File: config.mk
export PLATFORM = sky130hd
export DESIGN_NAME = writeback
export DESIGN_NICKNAME = d
export VERILOG_FILES = /design/src/rtl/writeback.sv
export SDC_FILE = /design/constraint.sdc
export NUM_CORES = 1
export LEC_CHECK = 0
export ABC_CLOCK_PERIOD_IN_PS = 1350
export CORE_AREA = 2 2 183 185
export DETAILED_ROUTE_END_ITERATION = 8
export DIE_AREA = 0 0 185 187
export GPL_TIMING_DRIVEN = 0
export HOLD_SLACK_MARGIN = 0.15
export SYNTH_ARGS = -nofsm -noshare
export SYNTH_HDL_FRONTEND = slang
export SYNTH_SLANG_ARGS = --single-unit
File: constraint.sdc
create_clock -name clk -period 1.35 [get_ports clk]
set_input_delay 0.27 -clock clk [delete_from_list [all_inputs] [get_ports clk]]
set_output_delay 0.27 -clock clk [all_outputs]
set_load 0.005 [all_outputs]
File: src/rtl/writeback.sv
// Writeback / retirement stage.
// Selects the register-file result, issues CSR writes, raises traps
// (interrupt has priority over exception), redirects on trap or mret and
// parks the pipeline in SLEEP after a retired wfi until an interrupt is
// pending.
// Optional feature: define WRITEBACK_INSTRET_EN to build the
// retired-instruction counter; otherwise instret is tied to zero.
module writeback #(
  parameter int unsigned INSTRET_WIDTH = 64
) (
  input  logic                     clk,
  input  logic                     resetn,
  input  logic [31:0]              pc_in,
  input  logic [31:0]              next_pc_in,
  input  logic [31:0]              alu_data_in,
  input  logic [31:0]              csr_data_in,
  input  logic [31:0]              load_data_in,
  input  logic [1:0]               write_select_in,
  input  logic [4:0]               rd_address_in,
  input  logic [11:0]              csr_address_in,
  input  logic                     csr_write_in,
  input  logic                     mret_in,
  input  logic                     wfi_in,
  input  logic                     valid_in,
  input  logic                     exception_in,
  input  logic [3:0]               ecause_in,
  input  logic [31:0]              mtvec_in,
  input  logic [31:0]              mepc_in,
  input  logic                     interrupt_pending,
  output logic [4:0]               reg_write_address,
  output logic [31:0]              reg_write_data,
  output logic                     csr_write_enable,
  output logic [11:0]              csr_write_address,
  output logic [31:0]              csr_write_data,
  output logic                     trap,
  output logic                     trap_interrupt,
  output logic [3:0]               trap_cause,
  output logic [31:0]              trap_pc,
  output logic                     redirect,
  output logic [31:0]              redirect_address,
  output logic                     wfi_stall,
  output logic                     retire,
  output logic [INSTRET_WIDTH-1:0] instret
);

  typedef enum logic {
    RUN   = 1'b0,
    SLEEP = 1'b1
  } state_t;

  localparam logic [3:0] INT_CAUSE = 4'hB;

  state_t state, state_next;
  logic   take_int, take_exc, commit;

  // Qualify the incoming instruction; nothing is accepted while asleep.
  always_comb begin
    take_int = (state == RUN) && valid_in && interrupt_pending;
    take_exc = (state == RUN) && valid_in && exception_in && !take_int;
    commit   = (state == RUN) && valid_in && !exception_in && !take_int;
  end

  // State register; reset forces RUN so wfi_stall drops immediately.
  always_ff @(posedge clk or negedge resetn) begin
    if (!resetn) begin
      state <= RUN;
    end else begin
      state <= state_next;
    end
  end

  // Next state: sleep after a retired wfi, wake on any pending interrupt.
  always_comb begin
    state_next = state;
    case (state)
      RUN:     if (commit && wfi_in) state_next = SLEEP;
      SLEEP:   if (interrupt_pending) state_next = RUN;
      default: state_next = RUN;
    endcase
  end

  // Output decode, purely combinational from inputs and state.
  always_comb begin
    reg_write_address = commit ? rd_address_in : '0;
    case (write_select_in)
      2'b00:   reg_write_data = alu_data_in;
      2'b01:   reg_write_data = csr_data_in;
      2'b10:   reg_write_data = load_data_in;
      default: reg_write_data = next_pc_in;
    endcase

    csr_write_enable  = commit && csr_write_in;
    csr_write_address = csr_address_in;
    csr_write_data    = alu_data_in;

    trap           = take_int || take_exc;
    trap_interrupt = take_int;
    trap_cause     = take_int ? INT_CAUSE : ecause_in;
    trap_pc        = pc_in;

    redirect         = trap || (commit && mret_in);
    redirect_address = trap ? {mtvec_in[31:2], 2'b00} : mepc_in;

    wfi_stall = (state == SLEEP);
    retire    = commit;
  end

`ifdef WRITEBACK_INSTRET_EN
  // Retired-instruction counter; wraps naturally at all-ones.
  always_ff @(posedge clk or negedge resetn) begin
    if (!resetn) begin
      instret <= '0;
    end else if (commit) begin
      instret <= instret + INSTRET_WIDTH'(1);
    end
  end
`else
  assign instret = '0;
`endif

endmodule
==> impl_table.tex <==
\begin{tabular}{lr}
\hline
Metric & Value \\
\hline
\multicolumn{2}{l}{\textbf{Final layout}} \\
Final \#Nets & around 950 \\
Share of post-route cells with drive strength above 1 & 0.5050 \\
Area Overhead vs Synth & 207.7\% \\
Post-layout instance area & approximately 7400 um2 \\
Filler Cells Inserted & roughly 3.6k \\
Max FFs per register & 1 \\
\multicolumn{2}{l}{\textbf{Timing}} \\
Final setup vio count & 75 \\
Final hold viol count & 0 \\
Peak Freq & slightly below 600 MHz \\
Slew Limit Fails & 0 \\
Post-route clock skew & 0 ns \\
Final period utilization & 1.249 \\
Setup ws final & -0.3359 ns \\
RSZ-0062 raised after global routing & yes \\
Final critical path time including I/O delays and setup & 1.686 ns \\
\multicolumn{2}{l}{\textbf{Setup path}} \\
Maximum fanout encountered on the critical timing path & 5 \\
Worst EP required & between 1 and 1.5 ns \\
Chain of cells forming the critical path & nand2b\_4 > nor2\_4 > buf\_12 > buf\_12 > buf\_12 > mux2\_4 > buf\_6 \\
Number of buffer and inverter stages on the critical path & 4 \\
Category of the worst setup path launch point & register \\
Worst stage delay on the critical path & 0.35 ns \\
WS Path Type & register to output port \\
FF-to-FF setup slack & 0.55 ns \\
Kind of cell adding the most delay to the critical path & buffers and inverters \\
WP data arrival & about 1.4 ns \\
Slowest cell on crit path & sky130\_fd\_sc\_hd\_\_dfrtp\_1 \\
Cell type with the highest occurrence count on the critical path & sky130\_fd\_sc\_hd\_\_buf\_12 \\
Endpoint kind of the worst setup timing path & output port \\
\multicolumn{2}{l}{\textbf{Global route}} \\
Remaining global-route overflow & 0 \\
Antenna violations before repair & 4 \\
GRT Overall Usage & 0.08595 \\
Global-route wire length before repair & 21,700 um \\
Vias in the first global route & $\sim$3.4k \\
Maximum number of pins on one net before global-route repair & 11 \\
\multicolumn{2}{l}{\textbf{Placed design}} \\
Placement-stage worst setup slack & -1.341 ns \\
Routability-driven placement congestion ratio & 0.7502 \\
Placement-stage cell area & 6904 um2 \\
Port Buffer Count & between 300 and 400 \\
HPWL after DPL & roughly 15,000 um \\
\multicolumn{2}{l}{\textbf{Yosys}} \\
Top cell type by total area after synthesis & sky130\_fd\_sc\_hd\_\_buf\_4 \\
Post-synthesis sequential area ratio & 0.01047 \\
Mapped Cells & about 240 \\
Average instance area after synthesis & 10.08 um2 \\
Cell Area, Synth & between 2000 and 2500 um2 \\
Cell types occupying the most area after synthesis & sky130\_fd\_sc\_hd\_\_buf\_4, sky130\_fd\_sc\_hd\_\_mux4\_2, sky130\_fd\_sc\_hd\_\_mux2\_2, sky130\_fd\_sc\_hd\_\_buf\_6, sky130\_fd\_sc\_hd\_\_and2\_2 \\
Warnings, synthesis & 0 \\
Number of synthesized register bits & 1 \\
Count leader, synth & sky130\_fd\_sc\_hd\_\_buf\_4 \\
Share of flip-flops with an asynchronous set or reset after synthesis & 1.000 \\
Top flip-flop cell by instance count after synthesis & sky130\_fd\_sc\_hd\_\_dfrtp\_1 \\
Number of synthesized flops with an enable pin & 0 \\
Distinct cells, synth & 19 \\
Share of the synthesized area in the top cell type & 0.4398 \\
Top cells by instance count after synthesis & sky130\_fd\_sc\_hd\_\_buf\_4, sky130\_fd\_sc\_hd\_\_mux4\_2, sky130\_fd\_sc\_hd\_\_mux2\_2 \\
\multicolumn{2}{l}{\textbf{Detailed routing}} \\
1st-iter DRT viols & 40 \\
Routed wire length per instance & 14.52 um \\
Vias per cell & 2.892 \\
Total via count after detailed routing & 3,308 \\
DRC Markers & 0 \\
TritonRoute pass-1 iters & 4 \\
Total detailed-routing wirelength & 16,610 um \\
Residual antenna-violating net count after detailed routing & 0 \\
\multicolumn{2}{l}{\textbf{Die}} \\
Effective utilization at floorplan & 0.07272 \\
Core ar. & about 33,000 um2 \\
Die height & 187 um \\
Die width & approximately 190 um \\
Row cnt & 67 \\
Overall die area & between 30,000 and 40,000 um2 \\
\# IOs & between 400 and 500 \\
\multicolumn{2}{l}{\textbf{Clock tree}} \\
Hold-fix buffer count after cts & 0 \\
Clock network latency to the later pin of the worst-skew pair & 0 ns \\
Clock slew at reported path FFs & 0 ns \\
\multicolumn{2}{l}{\textbf{Status}} \\
Failing checks & setup timing \\
Result of the run & finished, violations left \\
\multicolumn{2}{l}{\textbf{Power}} \\
Power density over cell area & 322.2 nW/um2 \\
Total leakage power & 3.600 nW \\
Max IR drop VDD & about 0.14 mV \\
Power after layout & 2.369 mW \\
\multicolumn{2}{l}{\textbf{Run}} \\
Total of max-cap violations & 0 \\
\multicolumn{2}{l}{\textbf{Hold path}} \\
Path type of the worst min-delay path & primary input to async pin \\
\hline
\end{tabular}
==> cells by family after synthesis <==
kind of cell           count (synthesis)  share of synthesized area
AND/OR/NAND/NOR                       20                    0.05707
AO/OA/AOI/OAI                          1                   0.002619
multiplexers                          62                     0.4461
buffers and inverters                152                     0.4822
flip-flops                             1                    0.01047
other                                  1                   0.001569
==> cell type report <==
cell class              count  area (um2)  share of cell area
inverters                   2       7.507            0.001021
plain buffers             150        1234              0.1678
multi-input cells         147        1585              0.2156
repair buffers            395        3939              0.5356
flip-flops and latches      1       25.02            0.003403
well taps                 448       560.5             0.07623
diodes                      1       2.502           0.0003403
==> worst reg2reg max path, stage by stage (launching register included) <==
cell and delay, ns:
sky130_fd_sc_hd__dfrtp_1 0.35, sky130_fd_sc_hd__buf_4 0.14, sky130_fd_sc_hd__a31oi_1 0.13, sky130_fd_sc_hd__nor2_1 0.05
==> per-stage QoR <==
| stage | util | std cells | TNS [ns] | hold slack [ns] |
|---|---|---|---|---|
| floorplan | - | 300 | -3.528 | -0.02559 |
| global placement | 0.2101 | 1110 | -91.53 | 0.4559 |
| detailed placement | 0.2101 | 1110 | -91.63 | 0.4536 |
| CTS | 0.2205 | 1141 | -17.74 | 0.4521 |
| global route | 0.2237 | 1143 | -17.77 | 0.4563 |
| finish | 0.2238 | 1144 | -14.82 | 0.4442 |
==> where the power goes <==
| part | leakage, nW | switching, mW | internal [mW] |
|---|---|---|---|
| Sequential | 0.0135 | 0.000721 | 0.0320 |
| Combinational | 3.59 | 0.708 | 1.63 |
| Clock | 0.00000634 | 0 | 0.0000000993 |
| Total | 3.60 | 0.708 | 1.66 |
==> layout by cell type (no fill, tap or decap), drive strengths merged <==
cell             n
dfrtp            1
a31oi            1
nand2b           4
clkdlybuf4s50  127
nor2b            2
nor3             2
clkbuf           1
diode            1
dlymetal6s2s    12
nand3b           1
and2             7
conb            64
mux4            32
mux2            30
inv              2
nor2             4
dlygate4sd2    126
buf            261
clkdlybuf4s15   18
==> final timing paths <==
kind / cells past startpoint / from / to
worst max-delay path: 7 / wfi_stall$_DFF_PN0_ / redirect_address[9]
worst min-delay path: 1 / resetn / wfi_stall$_DFF_PN0_
worst max register to register: 3 / wfi_stall$_DFF_PN0_ / wfi_stall$_DFF_PN0_
worst min register to register: 3 / wfi_stall$_DFF_PN0_ / wfi_stall$_DFF_PN0_
max in group asynchronous: 1 / resetn / wfi_stall$_DFF_PN0_
min in group clk: 2 / interrupt_pending / wfi_stall$_DFF_PN0_
==> routing by layer <==
metal  routed length (um)  GRT usage
met2                 9081     0.1819
met3                 1951    0.02103
met1                 5533    0.08700
met4                   27          0
met5                   12          0
==> what timing repair did <==
| action | 4_1_cts | 5_1_grt |
|---|---|---|
| cloned | 4 | 0 |
| setup endpoints to repair | 110 | 85 |
| setup buffers | 28 | 6 |
| pin swaps | 12 | 4 |
| gates resized for setup | 614 | 39 |
Power figures use the tool's default switching activity.
